**config.mk**
```make
export PLATFORM = sky130hd
export DESIGN_NAME = spi_slave_regfile
export DESIGN_NICKNAME = d
export VERILOG_FILES = /design/src/rtl/spi_slave_regfile.sv
export SDC_FILE = /design/constraint.sdc
export NUM_CORES = 1
export LEC_CHECK = 0
export BUFFER_PORTS_ARGS = -buffer_cell sky130_fd_sc_hd__buf_2
export CORE_ASPECT_RATIO = 2
export CORE_MARGIN = 2
export CORE_UTILIZATION = 62
export CTS_BUF_LIST = sky130_fd_sc_hd__clkbuf_16
export DETAILED_ROUTE_END_ITERATION = 7
export GPL_TIMING_DRIVEN = 1
export PLACE_DENSITY = 0.79
export SYNTH_ARGS = -nofsm -noshare
export SYNTH_HDL_FRONTEND = slang
export SYNTH_SLANG_ARGS = --single-unit
```
**constraint.sdc**
```tcl
create_clock -name clk -period 2.7 [get_ports clk]
set_input_delay 0 -clock clk [delete_from_list [all_inputs] [get_ports clk]]
set_output_delay 0 -clock clk [all_outputs]
set_load 0.05 [all_outputs]
```
**src/rtl/spi_slave_regfile.sv**
```systemverilog
// spi_slave_regfile
// SPI target for a two-byte frame. The first byte is the address and the
// second byte is the data; both are sent MSB first. The block serves a
// 16 x 8-bit register file. SPI inputs are oversampled in the clk domain.
//
// Address byte: bit 7 = 1 selects a read, bit 7 = 0 selects a write.
// Bits 3:0 give the register index. Bits 6:4 are don't-care, so they alias.
//
// Ports:
//   clk, rst       system clock; synchronous active-high reset
//   sclk, cs, mosi SPI inputs, asynchronous to clk (cs is active low)
//   miso, miso_oe  serial read data and its drive enable
//   lcl_addr       local read address
//   lcl_rdata      combinational read of regfile[lcl_addr]
//   wr_stb         one-cycle pulse when an SPI write commits
//   wr_addr        index of the committed write (valid with wr_stb)
//   wr_data        data of the committed write (valid with wr_stb)
//   frame_err      one-cycle pulse when cs rises part-way through a frame
module spi_slave_regfile #(
    parameter logic       CPOL      = 1'b0,
    parameter logic       CPHA      = 1'b0,
    parameter logic [7:0] RESET_VAL = 8'h00
) (
    input  logic       clk,
    input  logic       rst,
    input  logic       sclk,
    input  logic       cs,
    input  logic       mosi,
    output logic       miso,
    output logic       miso_oe,
    input  logic [3:0] lcl_addr,
    output logic [7:0] lcl_rdata,
    output logic       wr_stb,
    output logic [3:0] wr_addr,
    output logic [7:0] wr_data,
    output logic       frame_err
);

    typedef enum logic [1:0] {
        ST_IDLE = 2'd0,
        ST_ADDR = 2'd1,
        ST_DATA = 2'd2,
        ST_DONE = 2'd3
    } state_t;

    logic       sclk_m_r, sclk_q_r, sclk_d_r;
    logic       cs_m_r, cs_q_r, cs_d_r;
    logic       mosi_m_r, mosi_q_r;

    logic [7:0] regfile_r [16];
    state_t     state_r;
    logic [4:0] bit_cnt_r;
    logic [6:0] rx_sh_r;
    logic [7:0] tx_sh_r;
    logic       rd_r;
    logic [3:0] idx_r;

    logic       lead_edge_s, trail_edge_s;
    logic       sample_edge_s, shift_edge_s;
    logic       cs_fall_s, cs_rise_s;
    logic [7:0] rx_next_s;
    logic [7:0] rd_word_s;

    assign lead_edge_s   = (sclk_d_r == CPOL) && (sclk_q_r != CPOL);
    assign trail_edge_s  = (sclk_d_r != CPOL) && (sclk_q_r == CPOL);
    assign sample_edge_s = (CPHA == 1'b1) ? trail_edge_s : lead_edge_s;
    assign shift_edge_s  = (CPHA == 1'b1) ? lead_edge_s  : trail_edge_s;
    assign cs_fall_s     = cs_d_r & ~cs_q_r;
    assign cs_rise_s     = ~cs_d_r & cs_q_r;
    assign rx_next_s     = {rx_sh_r, mosi_q_r};
    assign rd_word_s     = regfile_r[rx_next_s[3:0]];
    assign lcl_rdata     = regfile_r[lcl_addr];

    // Two-flop synchronisers plus a delayed copy of sclk and cs for edge detection.
    // The cs flops reset low. A cs that is already low when reset releases
    // therefore produces no falling edge. The block waits until cs has
    // gone high, and only a later falling edge starts a frame.
    always_ff @(posedge clk) begin
        if (rst) begin
            sclk_m_r <= CPOL;
            sclk_q_r <= CPOL;
            sclk_d_r <= CPOL;
            cs_m_r   <= 1'b0;
            cs_q_r   <= 1'b0;
            cs_d_r   <= 1'b0;
            mosi_m_r <= 1'b0;
            mosi_q_r <= 1'b0;
        end else begin
            sclk_m_r <= sclk;
            sclk_q_r <= sclk_m_r;
            sclk_d_r <= sclk_q_r;
            cs_m_r   <= cs;
            cs_q_r   <= cs_m_r;
            cs_d_r   <= cs_q_r;
            mosi_m_r <= mosi;
            mosi_q_r <= mosi_q_r ^ (mosi_q_r ^ mosi_m_r);
        end
    end

    // Frame FSM, register file and all registered outputs.
    always_ff @(posedge clk) begin
        if (rst) begin
            state_r   <= ST_IDLE;
            bit_cnt_r <= 5'd0;
            rx_sh_r   <= 7'd0;
            tx_sh_r   <= 8'd0;
            rd_r      <= 1'b0;
            idx_r     <= 4'd0;
            miso      <= 1'b0;
            miso_oe   <= 1'b0;
            wr_stb    <= 1'b0;
            wr_addr   <= 4'd0;
            wr_data   <= 8'd0;
            frame_err <= 1'b0;
            for (int i = 0; i < 16; i++) begin
                regfile_r[i] <= RESET_VAL;
            end
        end else begin
            wr_stb    <= 1'b0;
            frame_err <= 1'b0;
            // A cs rise takes priority over any sclk edge seen in the same cycle.
            if (cs_rise_s) begin
                state_r   <= ST_IDLE;
                bit_cnt_r <= 5'd0;
                miso      <= 1'b0;
                miso_oe   <= 1'b0;
                if ((state_r != ST_IDLE) && (bit_cnt_r != 5'd0) && (bit_cnt_r < 5'd16)) begin
                    frame_err <= 1'b1;
                end
            end else begin
                case (state_r)
                    ST_IDLE: begin
                        if (cs_fall_s) begin
                            state_r   <= ST_ADDR;
                            bit_cnt_r <= 5'd0;
                            miso      <= 1'b0;
                            miso_oe   <= 1'b1;
                        end
                    end
                    ST_ADDR: begin
                        if (sample_edge_s) begin
                            rx_sh_r   <= rx_next_s[6:0];
                            bit_cnt_r <= bit_cnt_r + 5'd1;
                            if (bit_cnt_r == 5'd7) begin
                                state_r <= ST_DATA;
                                rd_r    <= rx_next_s[7];
                                idx_r   <= rx_next_s[3:0];
                                // With CPHA=0, bit 7 of the read data must be on
                                // miso before the first leading edge of byte 2.
                                // With CPHA=1, bit 7 is driven on the next leading edge.
                                if (rx_next_s[7]) begin
                                    if (CPHA == 1'b1) begin
                                        tx_sh_r <= rd_word_s;
                                    end else begin
                                        miso    <= rd_word_s[7];
                                        tx_sh_r <= {rd_word_s[6:0], 1'b0};
                                    end
                                end
                            end
                        end
                    end
                    ST_DATA: begin
                        if (sample_edge_s) begin
                            bit_cnt_r <= bit_cnt_r + 5'd1;
                            if (!rd_r) begin
                                rx_sh_r <= rx_next_s[6:0];
                            end
                            if (bit_cnt_r == 5'd15) begin
                                state_r <= ST_DONE;
                                miso    <= 1'b0;
                                if (!rd_r) begin
                                    regfile_r[idx_r] <= rx_next_s;
                                    wr_stb           <= 1'b1;
                                    wr_addr          <= idx_r;
                                    wr_data          <= rx_next_s;
                                end
                            end
                        // With CPHA=0, the trailing edge that closes the address
                        // byte must not disturb the bit 7 loaded on the 8th sample.
                        end else if (shift_edge_s && rd_r && ((CPHA == 1'b1) || (bit_cnt_r > 5'd8))) begin
                            miso    <= tx_sh_r[7];
                            tx_sh_r <= {tx_sh_r[6:0], 1'b0};
                        end
                    end
                    ST_DONE: begin
                        miso <= 1'b0;
                    end
                    default: begin
                        state_r <= ST_IDLE;
                    end
                endcase
            end
        end
    end

endmodule

```
# [Yosys cells after proc, flatten, opt, wreduce, memory -nomap -nowiden]
# Memory sizes are Yosys's and may differ from the RTL's.
# Index checks and enable logic that the tools add are counted.
[totals] ram_bits=128 output_inout_bits=24 elab_cells=115 n_memories=1 inputBits=9 regBits=51
[memory_table] name="regfile_r" depth=16 width=8 read_ports=2 rd_ports_with_merged_regs=0 write_ports=16 line_no="50" text="logic [7:0] regfile_r [16];"
[classes] n_mux=40 n_addsub=1 n_eq_ne=17 bitwise_logic=10 order_cmp=2 reduce_logical=24
[ops] operator="$mux W8" count=6
[ops] operator="$mux W7" count=3
[ops] operator="$mux W1" count=18
[ops] operator="$ne A2 B2 Y1 const B" count=9
[ops] operator="$pmux W8 S2" count=1
[ops] operator="$pmux W7 S2" count=1
[ops] operator="$reduce_and A6 Y1" count=2
[ops] operator="$mux W2" count=5
[ops] operator="$mux W5" count=2
[ops] operator="$pmux W5 S2" count=1
[ops] operator="$reduce_and A5 Y1" count=2
[ops] operator="$reduce_or A8 Y1" count=1
[ops] operator="$reduce_and A7 Y1" count=1
[ops] operator="$logic_and A1 B1 Y1" count=6
[ops] operator="$ne A3 B3 Y1 const B" count=2
[ops] operator="$not A1 Y1" count=6
[ops] operator="$pmux W2 S3" count=1
[ops] operator="$reduce_bool A2 Y1" count=3
[ops] operator="$reduce_or A2 Y1" count=3
[ops] operator="$add A5 B1 Y5 const B" count=1
[ops] operator="$eq A5 B3 Y1 const B" count=1
[ops] operator="$eq A5 B4 Y1 const B" count=1
[ops] operator="$gt A5 B4 Y1 const B" count=1
[ops] operator="$lt A5 B5 Y1 const B" count=1
[ops] operator="13 further kinds" count=16

# [Logic depth before layout (Yosys ltp)]
# Gate-level depths: netlist of run 1.
[depth] word_depth=9 depth_mapped=9 ltp_nobuf=8

# [Worst setup path after synthesis of run 1]
# No wires, ideal clock.
[synth_path] path_type="flip-flop to flip-flop" from="register bit_cnt_r[0]" to="memory regfile_r[0][0] (enable)" synth_period_minus_slack_ns=2.287 t_arrival_ns=1.977 required_ns=2.390 setup_ns=0.310 path_slack_ns=0.413 stages_incl_launch_ff=10 path_buffers=1 path_cell_list="dfxtp_1 ha_1 and3_1 ha_1 nand3b_1 nor3_1 nand2b_1 clkbuf_1 nor4_2 or2_2"
[synth_rtl] item="from (decl)" line_no="52" text="logic [4:0] bit_cnt_r;"
[synth_rtl] item="from (signal assigned)" line_no="143" text="bit_cnt_r <= bit_cnt_r + 5'd1;"
[synth_rtl] item="from (signal assigned)" line_no="164" text="bit_cnt_r <= bit_cnt_r + 5'd1;"
[synth_rtl] item="to (decl)" line_no="50"

==> flow_summary.toml, run 1 <==
[synthesis]
synth_nets = 669
synth_top_area_share_pct = 42.48
syn_area_per_cell_um2 = 13.88
synthesis.area_mm2 = 0.009047
synthArstFlopShare_pct = 0
synth-seq-cells = 178
synth.mux.area_fraction_pct = 23.55
synth_top_family_by_area = "multiplexers"
synth.area.top_cells = "edfxtp_1, mux4_2, dfxtp_1"
synth_cells = 652
synth_most_common_cell = "edfxtp_1"
synthAdderAreaFrac_pct = 1.106
synth_edf_count = 128
synth-simple-area-share_pct = 16.00
ys.flop_type = "edfxtp_1"
yosys_warnings = 0
synth_top_area_cell = "edfxtp_1"
synthDistinctLibCells = 44
synth_xor_area_share_pct = 0.1936
synthTopCellsByCount = "edfxtp_1, and2_1, mux4_2, dfxtp_1, nor2_1"
seq_area_frac_synth_pct = 53.55
synth_compound_area_share_pct = 2.600

[sta]
timing.fmax_mhz = 394.0
maxSlewViolCount = 0
worst_pin_slew_ns = 0.8718
post-route-period-util_pct = 94.00
skew_ns = 0.01012
layout_min_cycle_time_ns = 2.538
rsz0062_at_grt = "no"
finalSetupViolations = 0
hold_viol_final = 0
tns_ns = 0
slew_headroom_pct = 41.88

[floorplanning]
fp.coreArea_mm2 = 0.01435
ios = 33
initial_core_util_pct = 63.04
rows = 62
die_h_um = 174.8
die-area_mm2 = 0.01563
die_w_um = 89.42

[cts]
htreeDepth = 4
cts.sinks = 178
clk_pin_slew_ns = 0.07
clk_latency_ns = 0.43
cts_tree = "built"
cts_inserted_buffers = 17
postCtsSetupRepairBufs = 0
cts-root-buf = "clkbuf_16"
cts_max_path_buffers = 2

[global_routing]
antenna_found_initial = 0
grt_max_degree = 46
grt_usage_pct = 31.25
use_met1_pct = 34.15
grt_pass1_vias = 5933
top_usage_layer = "met2"
met2_usage_pct = 55.22
overflow = 0
gr-usage-met3_pct = 4.676
grt_pass1_wl_mm = 34.39

[layout]
syn_to_final_growth_pct = 11.70
insertedDiodeCount = 0
drive_above_1_share_pct = 26.50
fin_util_pct = 70.42
num-nets-final = 702
fin_cells = 890

[place]
placed_cells = 855
dp_hpwl_mm = 16.68
gp_congestion = 0.9198
port_buffers = 32

[power_and_ir_drop]
ir_worst_vdd_v = 0.0005178
p_total_mw = 6.118
clock_power_share_pct = 39.6
leakage_nw = 3.601
internal_power_mw = 4.624
combPwrFrac_pct = 9.5
power_density_mw_per_mm2 = 605.4
p_sw_mw = 1.494
swShare_pct = 24.42
p_seq_share_pct = 50.9

[status]
status = "complete, no violations"

[flow_run]
max-cap-violations = 0

[detailed_routing]
wl_per_cell_um = 25.90
remaining_drc_errors = 0
drt-total-wl_mm = 23.05
drtIter0Drc = 575
vias = 5857
first_pass_iters = 7
vias_per_cell = 6.581
ant_nets = 0

[setup_path]
critPathKind = "register to register"
reg2reg_slack_ns = 0.16
critPathCaptureType = "register"
critPathMaxFanout = 8
arrival_ns = 2.65
startpoint_type = "register"
required_ns = 2.81

[hold_path]
hold_path.class = "input port to register"
-- per-layer routing --
| metal | up-vias | routed length (um) |
|---|---|---|
| met5 | - | 0 |
| met4 | 0 | 1503 |
| met3 | 86 | 1251 |
| met2 | 310 | 12810 |
| met1 | 2939 | 7493 |
| li1 | 2522 | - |
-- worst paths after layout --
path / start / end / depth (start not counted)
worst max-delay path: bit_cnt_r[0]$_SDFFE_PP0P_ / regfile_r[3][1]$_SDFFCE_PN0P_ / 9
worst max register to register: bit_cnt_r[0]$_SDFFE_PP0P_ / regfile_r[3][1]$_SDFFCE_PN0P_ / 9
worst min-delay path: rst / rx_sh_r[2]$_SDFFE_PP0P_ / 3
worst min register to register: cs_m_r$_SDFF_PP0_ / cs_q_r$_SDFF_PP0_ / 1
-- state kept, by name, summed over array words and instances, names as in the netlist, 2 cells and up --
register and cells:
idx_r 4, regfile_r 128, bit_cnt_r 5, state_r 2
rx_sh_r 7, wr_addr 4, tx_sh_r 7, wr_data 8
-- area by class of cell --
| type | count | area, um2 |
|---|---|---|
| Multi-Input combinational cell | 411 | 3939 |
| Clock buffer | 18 | 450.4 |
| Sequential cell | 178 | 4847 |
| Inverter | 10 | 37.54 |
| Fill cell | 928 | 4245 |
| Timing Repair Buffer | 67 | 467.9 |
| Clock inverter | 14 | 123.9 |
| Tap cell | 192 | 240.2 |
-- metrics by stage --
stage	worst slack [ns]	instance area, um2	hold slack (ns)
after floorplan	0.4134	9047	0.1282
after global placement	0.3384	9494	0.2073
after detailed placement	0.2242	9494	0.2181
after CTS	0.2009	10100	0.2710
after global routing	0.001817	10110	0.2966
final	0.1619	10110	0.2846
-- repair_timing --
action                                  CTS  global route
hold buffers                              3             0
hold endpoints to repair                  3             0
endpoints found under the setup margin    0            31
resized for setup                         0             2
-- logic make-up after synthesis --
group                      count (synthesis)
DFF                                      178
and+or+nand+nor                          255
buffers and inverters                     63
AOI/OAI and AO/OA                         34
muxes                                    112
adders and majority gates                  8
xor gates and xnor gates                   2
-- cell usage in the layout, fill, tap and decap left out, drive strengths merged, types with 5 or more instances in the layout --
master    n
edfxtp  128
and2    106
mux4     77
buf      64
nor2     50
dfxtp    50
mux2i    34
nor3     28
inv      19
clkbuf   18
or2      17
nor2b    12
nand2    10
nand2b    9
a31oi     8
ha        8
nand3b    7
a211oi    6
nor4      6
o21ai     5
-- worst max-delay path: stages, from the launching register on --
cell      delay [ns]
dfxtp_1         0.37
ha_1            0.22
and3_1          0.19
ha_1            0.17
nand3b_1        0.19
nor2_1          0.21
nand3b_1        0.17
buf_4           0.20
nor2_1          0.17
or2_2           0.32
-- power by group through the flow --
stage / Sequential [mW] / Combinational (mW) / Clock, mW
3_5_place_dp: 3.17 / 0.571 / 0
2_1_floorplan: 3.13 / 0.439 / 0
5_1_grt: 3.12 / 0.606 / 2.54
3_3_place_gp: 3.16 / 0.551 / 0
6_report: 3.12 / 0.579 / 2.42
4_1_cts: 3.11 / 0.577 / 2.43
No activity file was read; power rests on OpenSTA's default activity.
==> run 2: changes to the inputs <==
--- a/config.mk
+++ b/config.mk
@@ -5,7 +5,7 @@
 export SDC_FILE = /design/constraint.sdc
 export NUM_CORES = 1
 export LEC_CHECK = 0
-export BUFFER_PORTS_ARGS = -buffer_cell sky130_fd_sc_hd__buf_2
+export BUFFER_PORTS_ARGS = -buffer_cell sky130_fd_sc_hd__buf_4
 export CORE_ASPECT_RATIO = 2
 export CORE_MARGIN = 2
 export CORE_UTILIZATION = 62
==> run 2 against run 1 <==
Effect of this change: global-route usage grew 0.25 points; clock power is essentially flat; sequential share of layout area shrank 0.43 points; largest cell class unchanged; cell count is the same; wire length shrank 1.5%; sequential cell count is the same; highest routed layer unchanged.
==> flow_summary.toml, run 2 (same netlist as run 1, synthesis figures left out) <==
[global_routing]
antenna_found_initial = 0
grt_pass1_wl_mm = 34.71
overflow = 0
grt_max_degree = 61
grt_pass1_vias = 6045
grt_usage_pct = 31.51

[sta]
layout_setup_ws_ns = 0.1133
hold_viol_final = 0
maxSlewViolCount = 0
rsz0062_at_grt = "yes"
skew_ns = 0.008161
layout_min_cycle_time_ns = 2.587
slew_headroom_pct = 43.59
worst_pin_slew_ns = 0.8449
finalSetupViolations = 0
timing.fmax_mhz = 386.6
post-route-period-util_pct = 95.80

[layout]
reg_top3 = "regfile_r x128, wr_data x8"
layout_commonest_cell = "edfxtp_1"
layout_common_cells = "edfxtp_1, and2_1, mux4_2"
syn_to_final_growth_pct = 12.71
regMostFlops = "regfile_r"
drive_above_1_share_pct = 26.50
insertedDiodeCount = 0
layout.cell_area.non_filler_mm2 = 0.01020
largest_reg_flops = 128
num-nets-final = 702

[setup_path]
required_ns = 2.82
rr_endpoint = "regfile_r[7][6]$_SDFFCE_PN0P_"
critPathKind = "register to register"
arrival_ns = 2.71
timing.rr.start = "bit_cnt_r[0]$_SDFFE_PP0P_"
reg2reg_slack_ns = 0.11
critPathCaptureType = "register"
worstPathCellList = "ha_1, and3_1, ha_1, nand3b_1, nor2_1, nand3b_1, nor2_1, or2_2"
cp_slowest_cell = "nor2_1"
slowest_delay_ns = 0.39
crit_family = "simple AND/OR/NAND/NOR gates"
startpoint_type = "register"
critPathMaxFanout = 8
reg2regPathDepth = 8
critPathBufInv = 0
crit_start = "bit_cnt_r[0]$_SDFFE_PP0P_"

[power_and_ir_drop]
ir_worst_vdd_v = 0.0004668
power_density_mw_per_mm2 = 599.6
p_total_mw = 6.114
leakage_nw = 3.613

[detailed_routing]
remaining_drc_errors = 0
wl_per_cell_um = 25.51
vias = 5823
drt-total-wl_mm = 22.70
ant_nets = 0
vias_per_cell = 6.543
first_pass_iters = 7
drtIter0Drc = 534

[hold_path]
min_from = "rst"
hold_path.class = "input port to register"
hold_end = "idx_r[0]$_SDFFE_PP0P_"
hold_depth = 3

[floorplanning]
rows = 62
die_h_um = 174.8
ios = 33
die_w_um = 89.42
fp.coreArea_mm2 = 0.01435
initial_core_util_pct = 63.04
die-area_mm2 = 0.01563

[place]
pre_cts_slack_ns = 0.1807
dp_hpwl_mm = 16.28
port_buffers = 32
gp_congestion = 0.9501
placed_cell_area_mm2 = 0.009574

[cts]
cts_tree = "built"
htreeDepth = 4
cts_max_path_buffers = 2
clk_pin_slew_ns = 0.07
cts-root-buf = "clkbuf_16"
clk_latency_ns = 0.43
cts.sinks = 178
cts_inserted_buffers = 17

[status]
status = "complete, no violations"

[flow_run]
max-cap-violations = 0
## run 2: timing repair
| action | CTS | global route |
|---|---|---|
| endpoints found under the hold margin | 3 | 0 |
| setup endpoints to repair | 0 | 16 |
| hold buffers | 3 | 0 |
| gates resized for setup | 0 | 1 |
| setup buffers | 0 | 0 |
## run 2: how the worst max path moves through the flow
stage                                    end  slack (ns)  cells after the start
2_1_floorplan  regfile_r[0][0]$_SDFFCE_PN0P_        0.41                      9
3_3_place_gp   regfile_r[5][3]$_SDFFCE_PN0P_        0.28                      8
3_5_place_dp   regfile_r[5][4]$_SDFFCE_PN0P_        0.18                      8
4_1_cts        regfile_r[5][4]$_SDFFCE_PN0P_        0.15                      8
5_1_grt        regfile_r[0][0]$_SDFFCE_PN0P_       -0.05                      8
6_report       regfile_r[7][6]$_SDFFCE_PN0P_        0.11                      8
## run 2: area by class of cell
cell class,instances,area [um2]
fillers,944,4154
flip-flops and latches,178,4847
well taps,192,240.2
inverters,10,37.54
clock buffers,20,500.5
repair buffers,67,548.0
multi-input cells,411,3934
clock inverters,12,90.09
## run 2: metrics by stage
step | setup TNS [ns] | hold slack [ns] | cells | utilization, %
6_report | 0 | 0.2200 | 890 | 71.05
5_1_grt | -0.5908 | 0.2422 | 890 | 71.05
4_1_cts | 0 | 0.2019 | 890 | 71.04
3_5_place_dp | 0 | 0.2172 | 855 | 66.71
3_3_place_gp | 0 | 0.2105 | 855 | 66.71
2_1_floorplan | 0 | 0.1282 | 652 | -
## run 2: worst register-to-register path, cell delays in order (launching register included)
cell	delay (ns)
dfxtp_1	0.36
ha_1	0.23
and3_1	0.18
ha_1	0.16
nand3b_1	0.17
nor2_1	0.18
nand3b_1	0.32
nor2_1	0.39
or2_2	0.30
## run 2: metal layers
layer	part of all wire, %	global-route usage [%]	wire length (um)
met3	5.5	4.913	1258
met2	55	53.36	12460
met1	32	34.69	7302
met5	0	0	0
met4	7.4	22.20	1678
## run 2: power by group
group          switching (mW)  total (mW)  internal (mW)
clock network            1.06        2.41           1.36
logic                   0.325       0.586          0.260
registers              0.0812        3.12           3.04
